### src/rtl/opto_cycle_reader_pkg.sv
// Shared constants and FSM encoding for the opto-cycle statistics readout.
package opto_cycle_reader_pkg;

  localparam logic [5:0]  ADDR_HDR  = 6'd0;
  localparam logic [5:0]  ADDR_ZERO = 6'd63;
  localparam int unsigned MAX_SLOTS = 62;
  localparam int unsigned SUM_W     = 38;

  typedef enum logic [2:0] {
    ST_IDLE,
    ST_READ,
    ST_WAIT,
    ST_PUSH,
    ST_DONE
  } state_t;

endpackage

### src/rtl/opto_cycle_reader_stat_acc.sv
// Running min/max/sum of slot periods; cleared at pass start, updated per slot word.
module cycle_stat_acc
  import opto_cycle_reader_pkg::*;
(
  input  logic             clk,
  input  logic             rst_n,
  input  logic             clear,
  input  logic             update,
  input  logic [31:0]      value,
  output logic [31:0]      min_val,
  output logic [31:0]      max_val,
  output logic [SUM_W-1:0] sum_val
);

  // Accumulators: clear has priority over update; unsigned compares throughout.
  always_ff @(posedge clk or negedge rst_n) begin
    if (!rst_n) begin
      min_val <= '0;
      max_val <= '0;
      sum_val <= '0;
    end else if (clear) begin
      min_val <= '1;
      max_val <= '0;
      sum_val <= '0;
    end else if (update) begin
      if (value < min_val) min_val <= value;
      if (value > max_val) max_val <= value;
      sum_val <= sum_val + {{(SUM_W-32){1'b0}}, value};
    end
  end

endmodule

### src/rtl/opto_cycle_reader.sv
// Scans the opto-cycle RAM (header, slot periods, zero-to-zero period), streams the
// record over valid/ready and publishes slot-period statistics at the end of each pass.
module opto_cycle_reader #(
  parameter int unsigned RD_LAT    = 1,
  parameter int unsigned MAX_SLOTS = opto_cycle_reader_pkg::MAX_SLOTS
) (
  input  logic        i_clk_50m,
  input  logic        i_rst_n,
  input  logic        i_start,
  output logic        o_busy,
  output logic [5:0]  o_ram_raddr,
  output logic        o_ram_ren,
  input  logic [31:0] i_ram_rdata,
  output logic [31:0] o_tx_data,
  output logic        o_tx_valid,
  input  logic        i_tx_ready,
  output logic        o_tx_last,
  output logic [7:0]  o_opto_num,
  output logic [31:0] o_period_min,
  output logic [31:0] o_period_max,
  output logic [37:0] o_period_sum,
  output logic        o_stat_valid,
  output logic        o_err
);

  import opto_cycle_reader_pkg::*;

  localparam logic [1:0] LAT_LAST = 2'(RD_LAT - 1);

  state_t             state, state_nx;
  logic [5:0]         addr;
  logic [7:0]         n_eff;
  logic [1:0]         lat_cnt;
  logic               start_acc, capture, hs;
  logic               hdr_bad, is_slot;
  logic [31:0]        acc_min, acc_max;
  logic [SUM_W-1:0]   acc_sum;

  assign o_ram_raddr = addr;
  assign is_slot     = (addr != ADDR_HDR) && (addr != ADDR_ZERO);
  assign hdr_bad     = (o_tx_data[31:8] != '0) || (o_tx_data[7:0] == '0) ||
                       ({24'd0, o_tx_data[7:0]} > MAX_SLOTS);

  cycle_stat_acc u_acc (
    .clk     (i_clk_50m),
    .rst_n   (i_rst_n),
    .clear   (start_acc),
    .update  (capture && is_slot),
    .value   (i_ram_rdata),
    .min_val (acc_min),
    .max_val (acc_max),
    .sum_val (acc_sum)
  );

  // State register.
  always_ff @(posedge i_clk_50m or negedge i_rst_n) begin
    if (!i_rst_n) state <= ST_IDLE;
    else          state <= state_nx;
  end

  // Next-state logic and single-cycle strobes.
  always_comb begin
    state_nx     = state;
    start_acc    = 1'b0;
    capture      = 1'b0;
    hs           = 1'b0;
    o_ram_ren    = 1'b0;
    o_stat_valid = 1'b0;
    case (state)
      ST_IDLE: if (i_start) begin
        start_acc = 1'b1;
        state_nx  = ST_READ;
      end
      ST_READ: begin
        o_ram_ren = 1'b1;
        state_nx  = ST_WAIT;
      end
      ST_WAIT: if (lat_cnt == LAT_LAST) begin
        capture  = 1'b1;
        state_nx = ST_PUSH;
      end
      ST_PUSH: if (i_tx_ready) begin
        hs       = 1'b1;
        state_nx = (addr == ADDR_ZERO) ? ST_DONE : ST_READ;
      end
      ST_DONE: begin
        o_stat_valid = 1'b1;
        state_nx     = ST_IDLE;
      end
      default: state_nx = ST_IDLE;
    endcase
  end

  // Datapath: address walk, stream register, header decode and stat publication.
  // Stats are registered on the final handshake so they are already stable
  // during the DONE cycle that carries o_stat_valid.
  always_ff @(posedge i_clk_50m or negedge i_rst_n) begin
    if (!i_rst_n) begin
      addr         <= '0;
      n_eff        <= '0;
      lat_cnt      <= '0;
      o_busy       <= 1'b0;
      o_err        <= 1'b0;
      o_tx_data    <= '0;
      o_tx_valid   <= 1'b0;
      o_tx_last    <= 1'b0;
      o_opto_num   <= '0;
      o_period_min <= '0;
      o_period_max <= '0;
      o_period_sum <= '0;
    end else begin
      if (state == ST_READ)      lat_cnt <= '0;
      else if (state == ST_WAIT) lat_cnt <= lat_cnt + 2'd1;

      if (start_acc) begin
        o_busy <= 1'b1;
        o_err  <= 1'b0;
        addr   <= ADDR_HDR;
        n_eff  <= '0;
      end

      if (capture) begin
        o_tx_data  <= i_ram_rdata;
        o_tx_valid <= 1'b1;
        o_tx_last  <= (addr == ADDR_ZERO);
      end

      if (hs) begin
        o_tx_valid <= 1'b0;
        o_tx_last  <= 1'b0;
        if (addr == ADDR_HDR) begin
          if (hdr_bad) begin
            o_err <= 1'b1;
            n_eff <= '0;
            addr  <= ADDR_ZERO;
          end else begin
            n_eff <= o_tx_data[7:0];
            addr  <= 6'd1;
          end
        end else if (addr == ADDR_ZERO) begin
          o_opto_num   <= n_eff;
          o_period_min <= (n_eff == '0) ? '0 : acc_min;
          o_period_max <= acc_max;
          o_period_sum <= acc_sum;
        end else begin
          addr <= (addr == n_eff[5:0]) ? ADDR_ZERO : addr + 6'd1;
        end
      end

      if (state == ST_DONE) o_busy <= 1'b0;
    end
  end

endmodule

### config.mk
export PLATFORM = sky130hd
export DESIGN_NAME = opto_cycle_reader
export DESIGN_NICKNAME = d
export VERILOG_FILES = /design/src/rtl/opto_cycle_reader_pkg.sv /design/src/rtl/opto_cycle_reader_stat_acc.sv /design/src/rtl/opto_cycle_reader.sv
export SDC_FILE = /design/constraint.sdc
export NUM_CORES = 1
export LEC_CHECK = 0
export ABC_CLOCK_PERIOD_IN_PS = 3100
export CORE_ASPECT_RATIO = 0.75
export CORE_UTILIZATION = 50
export CTS_CLUSTER_DIAMETER = 40
export DETAILED_ROUTE_END_ITERATION = 16
export GPL_TIMING_DRIVEN = 0
export PLACE_DENSITY = 0.86
export SKIP_CTS_REPAIR_TIMING = 1
export SYNTH_ARGS = -nofsm -noshare
export SYNTH_HDL_FRONTEND = slang
export SYNTH_HIERARCHICAL = 1
export SYNTH_SLANG_ARGS = --single-unit
### constraint.sdc
create_clock -name i_clk_50m -period 3.1 [get_ports i_clk_50m]
set_input_delay 0.93 -clock i_clk_50m [delete_from_list [all_inputs] [get_ports i_clk_50m]]
set_output_delay 0.93 -clock i_clk_50m [all_outputs]
set_load 0.01 [all_outputs]
==> flow_metrics.py, run 1 <==
metrics = {
    "die": {
        "dieArea_um2": 28700,
        "dieHeight_um": 147,
        "initial_core_util_pct": 51.5,
        "rows": 52,
        "core-area_um2": 27300,
        "chipWidth_um": 195,
        "num_io_pins": 190,
    },
    "critical_path": {
        "worstSetupPathType": "register to register",
        "critPathMaxStageDelay_ns": 0.45,
        "reg2regPathDepth": 15,
        "crit_path_cell_trace": "inv_1 -> ha_1 -> nand2_1 -> or3_4 -> nor2_4 -> buf_4 -> clkinvlp_4 -> a211oi_2 -> o221ai_2 -> nand4bb_4 -> o21ai_4 -> buf_4 -> buf_6 -> a21oi_1 -> o21ai_0",
        "worst-path-stages": 15,
        "critPathTopFamily": "simple AND/OR/NAND/NOR gates",
        "critPathBufInv": 5,
        "endpoint_kind": "register",
        "crit_fanout": 10,
        "crit_required_ns": 3.51,
        "cp_slowest_cell": "or3_4",
        "cp-start-kind": "register",
        "worst_path_most_repeated_cell": "buf_4",
        "crit_arrival_ns": 3.46,
    },
    "logic_synthesis": {
        "ys_async_sr_fraction_pct": 100,
        "syn_avg_cell_area_um2": 9.30,
        "synth_top_family_by_area": "simple AND/OR/NAND/NOR gates",
        "yosysMostFrequentCell": "nand2_1",
        "synth.distinct_cells": 75,
        "yosys-mux-area-fraction_pct": 4.28,
        "syn_inst": 1508,
        "synthXorXnorAreaFrac_pct": 2.25,
        "synth-seq-area-share_pct": 47.6,
        "synth_area_leaders": "dfrtp_1, nand2_1, ha_1",
        "yosys.area.top_type_share_pct": 47.6,
        "yosys.area_share.simple_pct": 19.5,
        "yosys.area.top_type": "dfrtp_1",
        "synthAdderAreaFrac_pct": 8.88,
        "synth-main-ff-cell": "dfrtp_1",
        "synth.cell_area_um2": 14000,
        "synth_edf_count": 0,
        "synth_common_cells": "nand2_1, dfrtp_1, ha_1, inv_1, nor2_1",
        "synth.net_count": 1643,
        "synth_compound_area_share_pct": 12.0,
        "ys_warn_count": 6,
        "synth_seq_cells": 267,
    },
    "clocking": {
        "path_clk_slew_ns": 0.06,
        "cts_tree": "built",
        "clk_latency_ns": 0.51,
        "cts_buffers": 34,
        "root_buffer": "clkbuf_16",
        "h-tree-depth": 2,
        "clockBufferDepth": 3,
        "clkSinkCount": 267,
    },
    "grt": {
        "grt_usage_pct": 28.8,
        "antenna_found_initial": 2,
        "grt-busiest-layer": "met2",
        "met3_usage_pct": 5.12,
        "grt_pass1_vias": 12124,
        "grt_overflow": 0,
        "met1_usage_pct": 40.5,
        "grt_use_met2_pct": 45.4,
        "grt_max_degree": 94,
        "grt_pass1_wl_mm": 65.1,
    },
    "sta": {
        "fin_crit_sh_pct": 98.4,
        "finClkSkew_ns": 0.0174,
        "max_slew_margin_pct": 47.3,
        "min_period_ns": 3.05,
        "hold_viol": 0,
        "fmax_ghz": 0.328,
        "slew_viol_final": 0,
        "fin_ws_ns": 0.0502,
        "rsz0062_at_grt": "yes",
        "setup-violations-final": 0,
        "whs_ns": 0.433,
        "tightestPinTransition_ns": 0.785,
    },
    "detailed_routing": {
        "drt_iter0_markers": 1159,
        "wire_per_inst_um": 19.7,
        "firstDrtPassIters": 6,
        "ant_nets": 0,
        "dr_total_vias": 12373,
        "vias_per_cell": 5.82,
        "routed_wl_mm": 41.9,
        "drcViolationCount": 0,
    },
    "placed_design": {
        "place_area_um2": 16400,
        "numPortBuffers": 189,
        "gp_congestion": 0.903,
        "post-dp-hpwl_mm": 30.0,
        "dpl_worst_slack_ns": -1.08,
        "place_inst": 2050,
    },
    "cells_and_area": {
        "nets": 1884,
        "final_area_um2": 17900,
        "drive_gt1_share_pct": 10.8,
        "instances_no_fill": 2127,
        "fill_cells": 2041,
        "syn_to_final_growth_pct": 27.4,
    },
    "power": {
        "p_per_area_nw_per_um2": 884,
        "power.total_uw": 15800,
        "leakage_uw": 0.00903,
        "peakVddDrop_uv": 472,
    },
    "hold_path": {
        "min_path_type": "primary input to async pin",
    },
    "flow_run": {
        "drv_cap": 0,
    },
    "run_status": {
        "outcome": "finished, final reports clean",
    },
}
[kinds of logic (layout without fill, tap and decap cells)]
kind of cell               Yosys count  count (layout)
xor gates and xnor gates            36              36
other                                0               2
muxes                               59              59
DFF                                267             267
and+or+nand+nor                    631             631
AOI/OAI and AO/OA                  261             261
buffers and inverters              155             421
adders and majority gates           99              99
[layout make-up]
cell class	instances	area (um^2)	share of cell area [%]
multi-input combinational	1086	6730	37.7
sequential	267	6680	37.4
timing repair buffer	207	2080	11.6
clock buffer	47	1010	5.67
buffer	66	475	2.66
tap	351	439	2.46
inverter	87	330	1.85
clock inverter	14	109	0.609
antenna	2	5.00	0.0280
[state kept, by name, summed over array words and instances, names as in the netlist, 2 cells and up]
name and count:
u_acc/sum_val 38, n_eff 8, o_tx_data 32, o_ram_raddr 6, u_acc/min_val 32, u_acc/max_val 32
state 3, o_period_min 32, o_period_max 32, lat_cnt 2, o_opto_num 8, o_period_sum 38
[worst register-to-register path, cell delays in order, from the launching register on]
cell	delay, ns
dfrtp_1	0.38
inv_1	0.09
ha_1	0.17
nand2_1	0.09
or3_4	0.45
nor2_4	0.24
buf_4	0.17
clkinvlp_4	0.08
a211oi_2	0.16
o221ai_2	0.14
nand4bb_4	0.25
o21ai_4	0.20
buf_4	0.16
buf_6	0.15
a21oi_1	0.09
o21ai_0	0.12
[per-stage QoR]
stage	setup TNS [ns]	util [%]
2_1_floorplan	0	-
3_3_place_gp	-2780.56	60.0
3_5_place_dp	-85.42	60.2
4_1_cts	-67.38	64.3
5_1_grt	-0.605	65.5
6_report	0	65.5
[worst paths after layout]
path / start / to / slack, ns
hold reg to reg: o_period_min[6] / o_period_min[6] / 0.47
min in group i_clk_50m: o_period_min[6] / o_period_min[6] / 0.47
hold / removal: i_rst_n / o_opto_num[0] / 0.43
setup / recovery: lat_cnt[0] / u_acc/min_val[23] / 0.05
max in group asynchronous: i_rst_n / o_period_sum[20] / 1.36
setup reg to reg: lat_cnt[0] / u_acc/min_val[23] / 0.05
[metal layers]
| metal | up-vias | share of wire, % |
|---|---|---|
| met1 | 6023 | 42 |
| met4 | 0 | 3.0 |
| met5 | - | 0 |
| li1 | 5593 | - |
| met3 | 106 | 8.9 |
| met2 | 651 | 46 |
[power breakdown]
group	leakage, uW	switching, uW	internal, uW
Clock	0.000554	1550	2320
Sequential	0.00349	881	4430
Combinational	0.00499	3670	2940
Total	0.00903	6100	9690
[cells in the final DEF, fill, tap and decap left out, drive strengths merged, types with 3 or more instances in the layout]
cell type,instances
nand2b,5
clkbuf,86
mux2i,51
xnor2,25
xor2,11
o31ai,4
nor2b,6
o21bai,10
buf,55
and4,6
a21oi,77
nand3,52
or3,4
clkinvlp,3
dlymetal6s2s,22
ha,98
clkdlybuf4s50,156
o21a,5
a21o,40
and2,6
and3,8
nor2,84
nand2,404
or2,5
nor3,12
a22o,15
dfrtp,267
inv,92
nor4,10
nand4,18
or4,4
clkinv,6
a31oi,12
a211oi,7
mux2,8
o21ai,70
Power figures use the tool's default switching activity.
==> run 2, diff against run 1 <==
ABC_CLOCK_PERIOD_IN_PS = not set   (was 3100)
==> results of run 2 <==
No change in the layout: final DEF, timing and power equal those of run 1.
